[config.mk]
export PLATFORM = sky130hd
export DESIGN_NAME = key_sw_io_device
export DESIGN_NICKNAME = d
export VERILOG_FILES = /design/src/rtl/key_sw_io_device.sv
export SDC_FILE = /design/constraint.sdc
export NUM_CORES = 1
export LEC_CHECK = 0
export BUFFER_PORTS_ARGS = -buffer_cell sky130_fd_sc_hd__buf_2
export CAP_MARGIN = 30
export CORE_MARGIN = 10
export CORE_UTILIZATION = 50
export CTS_BUF_LIST = sky130_fd_sc_hd__clkbuf_4 sky130_fd_sc_hd__clkbuf_8 sky130_fd_sc_hd__clkbuf_16
export CTS_CLUSTER_SIZE = 8
export DETAILED_ROUTE_END_ITERATION = 16
export PLACE_DENSITY = 0.79
export SYNTH_ARGS = -nofsm -noshare
export SYNTH_HDL_FRONTEND = slang
export SYNTH_SLANG_ARGS = --single-unit
[constraint.sdc]
create_clock -name clk -period 2 [get_ports clk]
set_clock_uncertainty 0.1 [all_clocks]
set_input_delay 0.3 -clock clk [delete_from_list [all_inputs] [get_ports clk]]
set_output_delay 0.3 -clock clk [all_outputs]
set_load 0.01 [all_outputs]
[src/rtl/key_sw_io_device.sv]
// Memory-mapped KEY/SW input device: two-flop synchronizers, per-group debounce,
// data and control/status registers with sticky ready/overrun and a registered interrupt.

module key_sw_debounce #(
  parameter int W               = 4,
  parameter int DEBOUNCE_CYCLES = 500000,
  parameter int CNT_BITS        = 20
) (
  input  logic         clk,
  input  logic         reset,
  input  logic [W-1:0] raw_i,
  output logic [W-1:0] deb_o,
  output logic         upd_o
);
  localparam logic [CNT_BITS-1:0] CNT_MAX = CNT_BITS'(DEBOUNCE_CYCLES - 1);

  logic [W-1:0]        sync1_q, sync2_q;
  logic [W-1:0]        cand_q, cand_d;
  logic [W-1:0]        deb_q, deb_d;
  logic [CNT_BITS-1:0] cnt_q, cnt_d;
  logic                upd;

  // Any disagreement with the candidate restarts the stability window.
  always_comb begin
    cand_d = cand_q;
    cnt_d  = cnt_q;
    if (sync2_q != cand_q) begin
      cand_d = sync2_q;
      cnt_d  = '0;
    end else if (cnt_q != CNT_MAX) begin
      cnt_d = cnt_q + 1'b1;
    end
    upd   = (cnt_q == CNT_MAX) && (cand_q == sync2_q) && (cand_q != deb_q);
    deb_d = upd ? cand_q : deb_q;
  end

  // NOTE: sequential state uses non-blocking assignments so every flop samples pre-edge values.
  always_ff @(posedge clk) begin
    if (reset) begin
      sync1_q <= '0;
      sync2_q <= '0;
      cand_q  <= '0;
      cnt_q   <= '0;
      deb_q   <= '0;
    end else begin
      sync1_q <= raw_i;
      sync2_q <= sync1_q;
      cand_q  <= cand_d;
      cnt_q   <= cnt_d;
      deb_q   <= deb_d;
    end
  end

  assign deb_o = deb_q;
  assign upd_o = upd;
endmodule

module key_sw_io_device #(
  parameter int                DBITS           = 32,
  parameter int                DEBOUNCE_CYCLES = 500000,
  parameter int                CNT_BITS        = 20,
  parameter logic [DBITS-1:0]  ADDR_KDATA      = 32'hF0000010,
  parameter logic [DBITS-1:0]  ADDR_SDATA      = 32'hF0000014,
  parameter logic [DBITS-1:0]  ADDR_KCTRL      = 32'hF0000110,
  parameter logic [DBITS-1:0]  ADDR_SCTRL      = 32'hF0000114
) (
  input  logic             clk,
  input  logic             reset,
  input  logic [3:0]       KEY,
  input  logic [9:0]       SW,
  input  logic [DBITS-1:0] memAddr,
  input  logic             memWrEn,
  input  logic             memRdEn,
  input  logic [DBITS-1:0] memWrData,
  output logic [DBITS-1:0] memRdData,
  output logic             isDev,
  output logic             intr
);
  logic [3:0] k_deb;
  logic [9:0] s_deb;
  logic       k_upd, s_upd;

  // Keys are active-low on the board; invert so a pressed key reads as 1.
  key_sw_debounce #(.W(4), .DEBOUNCE_CYCLES(DEBOUNCE_CYCLES), .CNT_BITS(CNT_BITS)) u_key_deb (
    .clk(clk), .reset(reset), .raw_i(~KEY), .deb_o(k_deb), .upd_o(k_upd)
  );
  key_sw_debounce #(.W(10), .DEBOUNCE_CYCLES(DEBOUNCE_CYCLES), .CNT_BITS(CNT_BITS)) u_sw_deb (
    .clk(clk), .reset(reset), .raw_i(SW), .deb_o(s_deb), .upd_o(s_upd)
  );

  logic hit_kdata, hit_sdata, hit_kctrl, hit_sctrl;
  assign hit_kdata = (memAddr == ADDR_KDATA);
  assign hit_sdata = (memAddr == ADDR_SDATA);
  assign hit_kctrl = (memAddr == ADDR_KCTRL);
  assign hit_sctrl = (memAddr == ADDR_SCTRL);
  assign isDev     = hit_kdata | hit_sdata | hit_kctrl | hit_sctrl;

  logic k_ready_q, k_ready_d, k_ovr_q, k_ovr_d, k_ie_q, k_ie_d;
  logic s_ready_q, s_ready_d, s_ovr_q, s_ovr_d, s_ie_q, s_ie_d;
  logic intr_q, intr_d;
  logic k_ctrl_wr, s_ctrl_wr;

  assign k_ctrl_wr = memWrEn & hit_kctrl;
  assign s_ctrl_wr = memWrEn & hit_sctrl;

  // Hardware set events take priority over software clears in the same cycle.
  // NOTE: every always_comb output gets a default first so no latch can be inferred.
  always_comb begin
    k_ready_d = k_ready_q;
    s_ready_d = s_ready_q;
    k_ovr_d   = k_ovr_q;
    s_ovr_d   = s_ovr_q;
    k_ie_d    = k_ie_q;
    s_ie_d    = s_ie_q;

    if (memRdEn && hit_kdata) k_ready_d = 1'b0;
    if (memRdEn && hit_sdata) s_ready_d = 1'b0;
    if (k_upd)                k_ready_d = 1'b1;
    if (s_upd)                s_ready_d = 1'b1;

    if (k_ctrl_wr) begin
      k_ie_d = memWrData[4];
      if (!memWrData[2]) k_ovr_d = 1'b0;
    end
    if (s_ctrl_wr) begin
      s_ie_d = memWrData[4];
      if (!memWrData[2]) s_ovr_d = 1'b0;
    end
    if (k_upd && k_ready_q) k_ovr_d = 1'b1;
    if (s_upd && s_ready_q) s_ovr_d = 1'b1;

    intr_d = (k_ready_q & k_ie_q) | (s_ready_q & s_ie_q);
  end

  always_ff @(posedge clk) begin
    if (reset) begin
      k_ready_q <= 1'b0;
      s_ready_q <= 1'b0;
      k_ovr_q   <= 1'b0;
      s_ovr_q   <= 1'b0;
      k_ie_q    <= 1'b0;
      s_ie_q    <= 1'b0;
      intr_q    <= 1'b0;
    end else begin
      k_ready_q <= k_ready_d;
      s_ready_q <= s_ready_d;
      k_ovr_q   <= k_ovr_d;
      s_ovr_q   <= s_ovr_d;
      k_ie_q    <= k_ie_d;
      s_ie_q    <= s_ie_d;
      intr_q    <= intr_d;
    end
  end

  assign intr = intr_q;

  always_comb begin
    memRdData = '0;
    if (hit_kdata)      memRdData = {{(DBITS-4){1'b0}}, k_deb};
    else if (hit_sdata) memRdData = {{(DBITS-10){1'b0}}, s_deb};
    else if (hit_kctrl) memRdData = {{(DBITS-5){1'b0}}, k_ie_q, 1'b0, k_ovr_q, 1'b0, k_ready_q};
    else if (hit_sctrl) memRdData = {{(DBITS-5){1'b0}}, s_ie_q, 1'b0, s_ovr_q, 1'b0, s_ready_q};
  end

  // Store-data bits with no register behind them.
  logic unused_wr_bits;
  assign unused_wr_bits = ^{memWrData[DBITS-1:5], memWrData[3], memWrData[1:0]};
endmodule

==> metrics.cfg, run 1 <==
[critical_path]
required_ns=1.60
crit_chain=buf_6 > nor4_4 > nand4_1 > or2_4 > nor2_4 > buf_6 > and2_4 > buf_6
crit_family=simple AND/OR/NAND/NOR gates
crit_fanout=5
cp_slowest_cell=or2_4
cp.buffers_inverters=3
critPathLaunchType=input pin
cpMostUsedCell=buf_6
cp-end-kind=output pin
crit_arrival_ns=1.59
critPathMaxStageDelay_ns=0.30
path_class=in -> out

[clock_tree]
worstSkewPairLatency_ns=0.36
cts_buffer_depth=2
htree_levels=3
cts_buffers=9
root_buffer=clkbuf_8
clk_pin_slew_worst_paths_ns=0.09
cts_tree=built
cts_sinks=103

[floorplanning]
core_sq_um=8850
die_y_um=116
io_pins=116
start_util_pct=52.1
die_x_um=116
rows=34
die_area_sq_um=13500

[sta]
period_share_pct=99.6
fin_crit_ns=1.99
worstMarginPinSlew_ns=0.501
fmax_ghz=0.502
setup_violations=0
drv_slew=0
rsz0062_at_grt=true
slew_headroom_pct=66.3
hold_viol=0

[placement]
dp_hpwl_um=7070
portBuffers=63
placed_cells=655
gp_congestion=0.858

[detailed_routing]
wl_um=10300
wl_per_cell_um=15.2
vias=3640
drt_pass1_iterations=4
via_per_inst=5.37
drc=0
first_iter_violations=342
antenna_left=0

[finish]
layout-area-overhead-vs-synth_pct=19.4
antenna-diode-count=0
stdcell_count=678
nNetsFinal=649
layout-drive-gt1-share_pct=24.7
fin_util_pct=62.3
fill_cells=696

[power]
p_per_area_nw_per_um2=687
p_leak_nw=2.18
total_power_mw=3.79
max-vdd-ir-drop_v=0.000480

[min_path]
hold_class=in -> reg

[global_route]
grt_pass1_vias=3532
grt_max_degree=66
globalRouteOverflowTotal=0
grt_usage_pct=14.8
grt_first_pass_wirelength_um=16300
grt_antenna_before_repair=0

[logic_synthesis]
synth_area_sq_um=4610
synth.avg_cell_area_sq_um=9.47
seq_area_frac_synth_pct=44.7
yosysUniqueCellTypes=48
yosysWarnings=0
synth-edff-count=0
synthArstFlopShare_pct=0
syn_inst=487
synth-main-ff-cell=dfxtp_1
ys_ff_latch=103

[flow_run]
cap_viol_max_count=0

[outcome]
status=finished clean

==> layer usage <==
| layer | GRT usage, % | up-vias | routed length, um |
|---|---|---|---|
| li1 | - | 1805 | - |
| met5 | 0 | - | 0 |
| met4 | 6.51 | 0 | 338 |
| met2 | 25.5 | 107 | 5290 |
| met3 | 3.41 | 33 | 537 |
| met1 | 17.1 | 1695 | 4140 |
==> cell usage in the layout, fill, tap and decap left out, types with 2 or more instances in the layout <==
master         netlist  layout
nand2_1             16      16
inv_1                7       7
and4_1               5       3
o21ai_0              4       4
nor4b_2              1       2
and2_4               0       5
xor2_1              47      47
nor4_2               1       6
dfxtp_1            103     102
nor4_1              13       6
xnor2_1             16      16
nor4_4               2       4
or2_2                4       3
a21oi_1             16      16
buf_12               1       2
or4b_4               2       2
and3_1               9       8
dlygate4sd3_1        0       4
nor2_2               1       2
nor2b_1             40      40
nand4_1             25      25
mux2i_1              8       8
conb_1               1      22
a31oi_1              2       2
mux4_2               2       2
nor3_1               9       7
buf_2                2      51
clkbuf_8             3      11
o31ai_1             13      12
nand3_1             17      17
buf_6                3      16
buf_4               22      15
nand2b_1             4       3
nor2_1              56      54
==> layout make-up <==
type	count	area (sq um)	area share (%)
multi-input combinational	356	2440	44.4
inverter	7	26.3	0.477
tap	108	135	2.45
timing repair buffer	88	628	11.4
clock inverter	4	52.6	0.954
clock buffer	12	159	2.88
sequential	103	2060	37.5
==> metrics by stage <==
step | worst slack, ns | TNS, ns | hold slack, ns | cell area, sq um
floorplan | 0.0622 | 0 | 0.267 | 4690
global placement | -0.114 | -0.571 | 0.316 | 4990
detailed placement | -0.117 | -0.698 | 0.328 | 4990
CTS | 0.00869 | 0 | 0.0351 | 5310
global route | -0.0675 | -0.573 | 0.0435 | 5510
finish | 0.00789 | 0 | 0.0437 | 5510
==> kinds of logic (layout without fill, tap and decap cells) <==
logic type      count (synthesis)  in the layout  share of synthesized area, %
flops                         103            103                          44.7
compound gates                 42             42                          5.89
other cells                     1             22                        0.0813
mux                            10             10                          2.71
simple gates                  217            217                          26.8
buf+inv                        49            111                          7.32
xor+xnor                       63             63                          12.0
fa+ha+maj                       2              2                         0.542
==> worst paths after layout <==
check / slack [ns] / start / end / cells past startpoint
setup / recovery: 0.008 / memAddr[23] / memRdData[5] / 8
hold / removal: 0.04 / SW[3] / u_sw_deb.sync1_q[3] / 2
setup reg to reg: 0.03 / u_sw_deb.cnt_q[7] / u_sw_deb.deb_o[0] / 6
hold reg to reg: 0.34 / u_key_deb.sync1_q[3] / u_key_deb.sync2_q[3] / 1
==> synthesized netlist by cell type (5+ instances only) <==
master    instances  area share [%]
dfxtp_1         103              45
nor2_1           56             4.6
xor2_1           47             8.9
nor2b_1          40             5.4
nand4_1          25             3.4
buf_4            22             3.6
nand3_1          17             1.8
a21oi_1          16             1.7
nand2_1          16             1.3
xnor2_1          16             3.0
nor4_1           13             1.8
o31ai_1          13             2.1
clkbuf_1         11            0.90
and3_1            9             1.2
nor3_1            9            0.98
mux2i_1           8             1.7
inv_1             7            0.57
and2_1            5            0.68
and4_1            5            0.95
==> power breakdown <==
group          total, mW  internal [mW]  switching, mW
clock               1.36          0.667          0.689
sequential          2.11           2.09         0.0249
combinational      0.319          0.138          0.180
==> repair_timing <==
| action | 4_1_cts | 5_1_grt |
|---|---|---|
| resized for setup | 12 | 38 |
| endpoints found under the setup margin | 19 | 41 |
| buffers inserted | 1 | 2 |
| pin swaps | 4 | 10 |
| hold endpoints to repair | 4 | 0 |
| hold buffers | 4 | 0 |
==> worst register-to-register path, stage by stage, from the launching register on <==
cell and delay [ns]:
dfxtp_1 0.35, or4b_4 0.56, nor2_2 0.15, and3_2 0.25, buf_12 0.15, nand4_1 0.16, a21oi_1 0.20
==> sequential cells by signal (all words and copies together) (netlist names), 10 cells and up <==
signal            flops
u_key_deb.cnt_q      20
u_sw_deb.cand_q      10
u_sw_deb.cnt_q       20
u_sw_deb.deb_o       10
u_sw_deb.sync1_q     10
u_sw_deb.sync2_q     10
Power figures use the tool's default switching activity.
==> run 2: changes to the inputs <==
Settings changed: ABC_AREA set to 1, CORE_UTILIZATION 50 to 33, PLACE_DENSITY 0.79 to 0.56.
==> metrics.cfg, run 2 <==
[logic_synthesis]
ys_ff_latch=103
yosys.cell_count.top_type=nand2_1
syn_inst=765
seq_area_frac_synth_pct=39.5
yosysUniqueCellTypes=40
synth_top_cell_area_share_pct=39.5
synth_area_sq_um=5220
synth-main-ff-cell=dfxtp_1
synthArstFlopShare_pct=0
synth_commonest_cells=nand2_1 (177), nor2_1 (141), inv_1 (108)
synth-edff-count=0
synth_top_cell_by_area=dfxtp_1
yosysWarnings=0
synth.avg_cell_area_sq_um=6.82
synth_area_leaders=dfxtp_1 (40%), nand2_1 (13%), nor2_1 (10%), inv_1 (7.8%), buf_4 (3.2%)

[finish]
layout-area-overhead-vs-synth_pct=17.8
nNetsFinal=929
antenna-diode-count=0
layout_common_cells=nand2_1 (175), nor2_1 (135), inv_1 (107)
layout-drive-gt1-share_pct=19.5
fill_cells=1665
final_common_cell=nand2_1
reg_top3=u_key_deb.cnt_q: 20 flops, u_sw_deb.cnt_q: 20 flops
fin_util_pct=40.0

[clock_tree]
worstSkewPairLatency_ns=0.35
clk_pin_slew_worst_paths_ns=0.07
htree_levels=3
cts_buffer_depth=2
cts_buffers=9
cts_sinks=103
cts_tree=built
root_buffer=clkbuf_16

[detailed_routing]
vias=4518
via_per_inst=4.26
wl_per_cell_um=10.6
first_iter_violations=237
drc=0
antenna_left=0
wl_um=11300
drt_pass1_iterations=4

[global_route]
globalRouteOverflowTotal=0
grt_usage_pct=10.5
grt_first_pass_wirelength_um=18900
grt_pass1_vias=4093
grt_antenna_before_repair=0
grt_max_degree=43

[critical_path]
path_class=in -> out
cp-startpoint=memAddr[3]
critPathLaunchType=input pin
required_ns=1.60
crit_arrival_ns=1.55
cp-end-kind=output pin
rrSetupSlack_ns=0.23
crit_fanout=3
r2r-start=u_sw_deb.cnt_q[0]

[floorplanning]
io_pins=116
die_y_um=146
die_area_sq_um=21200
die_x_um=146
core_sq_um=15400
start_util_pct=33.9
rows=45

[sta]
hold_viol=0
rsz0062_at_grt=true
fmax_ghz=0.514
period_share_pct=97.3
fin_ws_ns=0.0543
fin_crit_ns=1.95
drv_slew=0
setup_violations=0

[min_path]
holdCritStartpoint=KEY[0]
hold_class=in -> reg

[flow_run]
cap_viol_max_count=0

[placement]
gp_congestion=0.809
dp_hpwl_um=8560
place_ws_ns=0.00832
portBuffers=63

[power]
total_power_mw=4.19
p_per_area_nw_per_um2=682
p_leak_nw=2.69
max-vdd-ir-drop_v=0.000579

[outcome]
status=finished clean

run 2: final timing paths:
path | cells after the start | to
worst max-delay path | 9 | memRdData[3]
worst min-delay path | 2 | u_key_deb.sync1_q[0]
worst max register to register | 8 | u_sw_deb.cnt_q[18]
worst min register to register | 2 | u_sw_deb.sync2_q[7]
run 2: what timing repair did:
action	CTS	global route
hold buffers	2	0
hold endpoints to repair	2	0
resized for setup	0	16
buffers inserted	0	3
endpoints found under the setup margin	0	13
run 2: area by class of cell:
type	instances	area (sq um)	area share, %
Timing Repair Buffer	81	459	7.47
Sequential cell	103	2060	33.6
Clock buffer	11	240	3.91
Tap cell	211	264	4.30
Inverter	123	464	7.55
Multi-Input combinational cell	527	2590	42.1
Clock inverter	5	66.3	1.08
run 2: stage by stage:
stage / hold slack, ns / instance area, sq um / TNS, ns / std cells
floorplan: 0.267 / 5300 / 0 / 786
global placement: 0.290 / 5750 / 0 / 1040
detailed placement: 0.293 / 5750 / 0 / 1040
CTS: 0.00276 / 6070 / 0 / 1058
global route: 0.00908 / 6140 / -0.318 / 1061
finish: 0.0130 / 6140 / 0 / 1061
run 2: where the power goes:
| group | internal [mW] | total [mW] | switching, mW |
|---|---|---|---|
| Clock | 1.01 | 1.81 | 0.792 |
| Sequential | 2.09 | 2.11 | 0.0218 |
| Combinational | 0.101 | 0.273 | 0.172 |
run 2: cell families after synthesis:
logic type,Yosys count,synth area share (%)
compound gates,51,5.35
other cells,1,0.0719
simple gates,435,38.5
flops,103,39.5
buf+inv,156,13.2
fa+ha+maj,2,0.480
xor+xnor,17,2.85
run 2: metal layers:
layer  up-vias  routed length (um)  part of all wire (%)  track usage (%)
li1       2477                   -                     -                -
met1      1967                5650                    50             13.7
met2        65                5040                    45             16.2
met3         9                 429                   3.8             2.92
met4         0                 165                   1.5             3.94
met5         -                   0                     0                0
run 2: critical path: stages:
cell and delay (ns):
buf_2 0.10, or2_1 0.23, nor2_2 0.11, nand2_1 0.07, nor2_2 0.14, nand3_2 0.13, buf_4 0.16, o22ai_1 0.13
buf_2 0.16
